`config.mk`:
```
export PLATFORM = sky130hd
export DESIGN_NAME = muldiv_ctrl
export DESIGN_NICKNAME = d
export VERILOG_FILES = /design/src/rtl/muldiv_ctrl.sv
export SDC_FILE = /design/constraint.sdc
export NUM_CORES = 1
export LEC_CHECK = 0
export ABC_AREA = 1
export BUFFER_PORTS_ARGS = -buffer_cell sky130_fd_sc_hd__buf_2
export CAP_MARGIN = 20
export CORE_AREA = 5 5 197 199
export DETAILED_ROUTE_END_ITERATION = 8
export DIE_AREA = 0 0 202 204
export MAX_ROUTING_LAYER = met4
export PLACE_DENSITY = 0.79
export SLEW_MARGIN = 20
export SYNTH_ARGS = -nofsm -noshare
export SYNTH_HDL_FRONTEND = slang
export SYNTH_SLANG_ARGS = --single-unit
```
`constraint.sdc`:
```
create_clock -name clk -period 3.3 [get_ports clk]
set_input_delay 0.825 -clock clk [delete_from_list [all_inputs] [get_ports clk]]
set_output_delay 0.825 -clock clk [all_outputs]
set_load 0.02 [all_outputs]
```
`src/rtl/muldiv_ctrl.sv`:
```
// Iterative RV32 M-extension unit: shift-add multiply and restoring divide.
// Divide-by-zero and signed overflow skip the iteration loop.
module muldiv_ctrl #(
  parameter int unsigned D_WIDTH = 32
) (
  input  logic               clk,
  input  logic               rst,
  input  logic               start,
  input  logic [2:0]         funct3,
  input  logic [D_WIDTH-1:0] op_a,
  input  logic [D_WIDTH-1:0] op_b,
  input  logic               flush,
  output logic               stall,
  output logic               busy,
  output logic               done,
  output logic [D_WIDTH-1:0] result
);

  localparam int unsigned W = D_WIDTH;

  typedef enum logic [1:0] {StIdle, StRun, StFin} state_e;

  state_e           state_q, state_d;
  logic [5:0]       cnt_q, cnt_d;
  logic [2:0]       fn_q, fn_d;
  logic [2*W-1:0]   acc_q, acc_d;
  logic [W-1:0]     opnd_q, opnd_d;
  logic             neg_q, neg_d;
  logic             fast_q, fast_d;
  logic             busy_q, done_q;
  logic [W-1:0]     result_q;

  // Operand decode for the request presented this cycle.
  logic           is_mul_in, a_sgn_in, b_sgn_in, a_neg, b_neg, neg_in;
  logic           div_zero, div_ovf;
  logic [W-1:0]   a_mag, b_mag, fast_res;

  always_comb begin
    is_mul_in = ~funct3[2];
    a_sgn_in  = is_mul_in ? (funct3 != 3'd3) : ~funct3[0];
    b_sgn_in  = is_mul_in ? ~funct3[1] : ~funct3[0];
    a_neg     = a_sgn_in & op_a[W-1];
    b_neg     = b_sgn_in & op_b[W-1];
    a_mag     = a_neg ? -op_a : op_a;
    b_mag     = b_neg ? -op_b : op_b;
    // Remainder follows the dividend; products and quotients follow the sign product.
    neg_in    = (is_mul_in || !funct3[1]) ? (a_neg ^ b_neg) : a_neg;
    div_zero  = !is_mul_in && (op_b == '0);
    div_ovf   = !is_mul_in && !funct3[0] && (op_a == {1'b1, {(W-1){1'b0}}}) && (&op_b);
    if (div_zero) begin
      fast_res = funct3[1] ? op_a : '1;
    end else begin
      fast_res = funct3[1] ? '0 : op_a;
    end
  end

  // One iteration of each algorithm; acc holds {high/remainder, low/quotient}.
  logic [W:0]     mul_sum, div_trial, div_diff;
  logic [2*W-1:0] mul_next, div_next;

  always_comb begin
    mul_sum   = {1'b0, acc_q[2*W-1:W]} + (acc_q[0] ? {1'b0, opnd_q} : '0);
    mul_next  = {mul_sum, acc_q[W-1:1]};
    div_trial = {acc_q[2*W-1:W], acc_q[W-1]};
    div_diff  = div_trial - {1'b0, opnd_q};
    if (!div_diff[W]) begin
      div_next = {div_diff[W-1:0], acc_q[W-2:0], 1'b1};
    end else begin
      div_next = {div_trial[W-1:0], acc_q[W-2:0], 1'b0};
    end
  end

  // Final sign fix-up and field selection.
  logic [2*W-1:0] prod_fix;
  logic [W-1:0]   quo_fix, rem_fix, fin_res;

  always_comb begin
    prod_fix = neg_q ? -acc_q : acc_q;
    quo_fix  = neg_q ? -acc_q[W-1:0] : acc_q[W-1:0];
    rem_fix  = neg_q ? -acc_q[2*W-1:W] : acc_q[2*W-1:W];
    if (fast_q) begin
      fin_res = acc_q[W-1:0];
    end else if (!fn_q[2]) begin
      fin_res = (fn_q == 3'd0) ? prod_fix[W-1:0] : prod_fix[2*W-1:W];
    end else begin
      fin_res = fn_q[1] ? rem_fix : quo_fix;
    end
  end

  always_comb begin
    state_d = state_q;
    cnt_d   = cnt_q;
    fn_d    = fn_q;
    acc_d   = acc_q;
    opnd_d  = opnd_q;
    neg_d   = neg_q;
    fast_d  = fast_q;
    unique case (state_q)
      StIdle: begin
        if (start && !flush) begin
          fn_d   = funct3;
          neg_d  = neg_in;
          opnd_d = b_mag;
          cnt_d  = '0;
          if (div_zero || div_ovf) begin
            fast_d  = 1'b1;
            acc_d   = {{W{1'b0}}, fast_res};
            state_d = StFin;
          end else begin
            fast_d  = 1'b0;
            acc_d   = {{W{1'b0}}, a_mag};
            state_d = StRun;
          end
        end
      end
      StRun: begin
        if (flush) begin
          state_d = StIdle;
        end else begin
          acc_d = fn_q[2] ? div_next : mul_next;
          if (cnt_q == 6'd31) begin
            state_d = StFin;
          end else begin
            cnt_d = cnt_q + 6'd1;
          end
        end
      end
      StFin: begin
        state_d = StIdle;
      end
      default: begin
        state_d = StIdle;
      end
    endcase
  end

  always_ff @(posedge clk) begin
    if (rst) begin
      state_q  <= StIdle;
      cnt_q    <= '0;
      fn_q     <= '0;
      acc_q    <= '0;
      opnd_q   <= '0;
      neg_q    <= 1'b0;
      fast_q   <= 1'b0;
      busy_q   <= 1'b0;
      done_q   <= 1'b0;
      result_q <= '0;
    end else begin
      state_q <= state_d;
      cnt_q   <= cnt_d;
      fn_q    <= fn_d;
      acc_q   <= acc_d;
      opnd_q  <= opnd_d;
      neg_q   <= neg_d;
      fast_q  <= fast_d;
      busy_q  <= (state_d == StRun);
      done_q  <= (state_q == StFin) && !flush;
      if ((state_q == StFin) && !flush) begin
        result_q <= fin_res;
      end
    end
  end

  assign stall  = (state_q == StRun) || ((state_q == StIdle) && start && !flush);
  assign busy   = busy_q;
  assign done   = done_q;
  assign result = result_q;

endmodule
```
==> results_dict.tcl <==
set metrics [dict create \
    net-switching-power_uw 2720 \
    max_slew_margin_pct 31.1 \
    pwr-share-clk_pct 32.1 \
    grt_usage_pct 35.5 \
    rsz0062_at_grt "false" \
    syn-instance-count 3441 \
    areaGrowthSynthToFinish_pct 9.90 \
    setup_slack_ns 0.417 \
    num_rows 71 \
    io_pins 106 \
    root_buffer "clkbuf_16" \
    die_area_sq_mm 0.0412 \
    clk_path_buf_depth 2 \
    path_class "reg -> reg" \
    seqPwrFrac_pct 30.3 \
    dpl-instance-area_sq_mm 0.0193 \
    finalCritPeriodShare_pct 87.4 \
    arrival_ns 3.25 \
    worst_pin_slew_ns 1.03 \
    irDropWorstVdd_mv 0.352 \
    power.density_mw_per_mm2 319 \
    viasPerCell 5.67 \
    drt-pass1-iter-count 6 \
    maxCapViolCount 0 \
    wl_per_cell_microns 18.5 \
    numPortBuffers 105 \
    antenna_found_initial 1 \
    globalplace.congestion 1.13 \
    comb_power_share_pct 37.6 \
    vias 22700 \
    initial_core_util_pct 48.8 \
    clk_pin_slew_ns 0.08 \
    clock.fmax_mhz 347 \
    p_leak_uw 0.0106 \
    core_area_sq_mm 0.0370 \
    grt_max_degree 87 \
    die_height_microns 204 \
    synth_area_sq_mm 0.0181 \
    cts_tree "built" \
    synth_top_cell_area_share_pct 22.7 \
    synth_area_leader_cell "nand2_1" \
    cts_hold_buf 0 \
    path_max_fanout 13 \
    design_area_sq_mm 0.0199 \
    synth_area_leaders "nand2_1 23%, dfxtp_1 16%, inv_1 10%, nand3_1 8.8%, a21oi_1 8.4%" \
    final-max-slew-violation-count 0 \
    synth_fp_nets 3584 \
    htreeDepth 4 \
    drc 0 \
    status "finished clean" \
    dpl.hpwl_mm 58.1 \
    dp_cells 3961 \
    pre_cts_ws_ns 0.299 \
    postCtsSetupRepairBufs 0 \
    clock_sinks 143 \
    fin_total_pwr_uw 6330 \
    clk_latency_ns 0.44 \
    ys_warn_count 0 \
    grt_first_pass_wirelength_mm 113 \
    ys_ff_latch 143 \
    finalWirelength_mm 74.1 \
    worstHoldPathType "reg -> reg" \
    drt_iter0_markers 2986 \
    cp-end-kind "register" \
    finalHoldViolations 0 \
    drive_gt1_share_pct 7.79 \
    die-width_microns 202 \
    start_kind "register" \
    grt.overflow.total 0 \
    cts_buffers 17 \
    cp.required_ns 3.67 \
    swShare_pct 43.0 \
    setup_viol 0 \
    grt_pass1_vias 20000 \
    fin_nets 3649 \
    avgSynthCellArea_sq_um 5.25 \
    cts-resized-gates 0 \
    skew_ns 0.0163 \
    fin_tns_setup_ns 0 \
    synth_cell_type_count 50 \
    p_int_uw 3610 \
    synth_seq_area_share_pct 15.8 \
    stdcell_count 3995 \
    antenna_left 0 \
    period_needed_ns 2.88 \
]
[metal layers]
metal | vias up | GRT usage [%] | share of wire [%]
met1 | 10000 | 48.8 | 43
met3 | 194 | 9.31 | 13
met5 | - | - | 0
met2 | 1386 | 49.8 | 40
li1 | 11100 | - | -
met4 | 0 | 13.3 | 4.5
[path summary, 6_finish.rpt]
kind                                              from                endpoint  slack [ns]  depth (start not counted)
worst max-delay path            acc_q[31]$_SDFFE_PP0P_  acc_q[39]$_SDFFE_PP0P_        0.42                         19
worst min register to register   cnt_q[4]$_SDFFE_PP0P_   cnt_q[4]$_SDFFE_PP0P_        0.45                          1
worst max register to register  acc_q[31]$_SDFFE_PP0P_  acc_q[39]$_SDFFE_PP0P_        0.42                         19
worst min-delay path             cnt_q[4]$_SDFFE_PP0P_   cnt_q[4]$_SDFFE_PP0P_        0.45                          1
[cells in the mapped netlist (all sizes together)]
master / n
nand2: 1100
inv: 505
nor2: 347
nand3: 321
a21oi: 307
o21ai: 263
dfxtp: 143
clkbuf: 100
xor2: 75
ha: 70
nor3: 40
buf: 39
nand4: 36
o21bai: 16
xnor2: 16
o211ai: 14
nand3b: 9
and2: 7
a31oi: 6
nor4: 6
or2: 6
o31ai: 4
clkinv: 2
fa: 2
o221ai: 2
a21boi: 1
a21o: 1
o22ai: 1
o311a: 1
o41ai: 1
[kinds of logic after synthesis]
kind of cell / Yosys count / share of synthesized area, %
xor gates and xnor gates: 91 / 4.41
buffers and inverters: 646 / 13.8
adders and majority gates: 72 / 5.07
AOI/OAI and AO/OA: 617 / 17.8
and+or+nand+nor: 1872 / 43.1
DFF: 143 / 15.8
[flip-flops by register name, summed over array words and instances, names as in the netlist]
| name | flops |
|---|---|
| fast_q | 1 |
| acc_q | 64 |
| neg_q | 1 |
| state_q | 2 |
| done | 1 |
| result | 32 |
| busy | 1 |
| fn_q | 3 |
| cnt_q | 6 |
| opnd_q | 32 |
[stage by stage]
stage	hold slack (ns)	utilization, %
4_1_cts	0.442	53.6
6_report	0.448	53.6
3_3_place_gp	0.426	52.0
5_1_grt	0.470	53.6
3_5_place_dp	0.430	52.0
2_1_floorplan	0.412	-
[worst max-delay path: stages (launching register included)]
cell and delay (ns):
dfxtp_1 0.33, inv_1 0.10, ha_1 0.24, fa_1 0.41, inv_1 0.11, nand2_1 0.06, nand2_1 0.08, nand3_1 0.08
nand2_1 0.15, nand2_1 0.08, nand2_2 0.09, nand2_1 0.09, nand2_1 0.09, nand2_2 0.07, nand2_2 0.28, buf_4 0.22
nand2_1 0.06, nand3_1 0.08, nand2_1 0.07, a21oi_1 0.13
[layout make-up]
cell class / count / area (sq um)
Antenna cell: 2 / 5.00
Clock buffer: 18 / 439
Clock inverter: 14 / 145
Fill cell: 3957 / 17200
Inverter: 507 / 1910
Multi-Input combinational cell: 2652 / 12700
Sequential cell: 143 / 2870
Tap cell: 474 / 593
Timing Repair Buffer: 185 / 1180
[cells in the final DEF (no fill, tap or decap), types with 35 or more instances in the layout]
cell type | synthesis | layout
xor2_1 | 75 | 75
dfxtp_1 | 143 | 141
nor3_1 | 35 | 35
nand2_1 | 1093 | 1093
inv_1 | 496 | 494
buf_4 | 3 | 76
nor2_1 | 330 | 328
nand3_1 | 317 | 316
ha_1 | 70 | 70
o21ai_0 | 245 | 245
buf_2 | 17 | 105
a21oi_1 | 304 | 304
nand4_1 | 36 | 36
[power groups by stage]
stage | Clock (uW) | Combinational (uW) | Sequential, uW
after floorplan | 0 | 1590 | 1900
after global placement | 0 | 2280 | 1940
after detailed placement | 0 | 2280 | 1940
after CTS | 2030 | 2290 | 1910
after global routing | 2100 | 2620 | 1920
final | 2030 | 2380 | 1920
No activity file was read; power rests on OpenSTA's default activity.
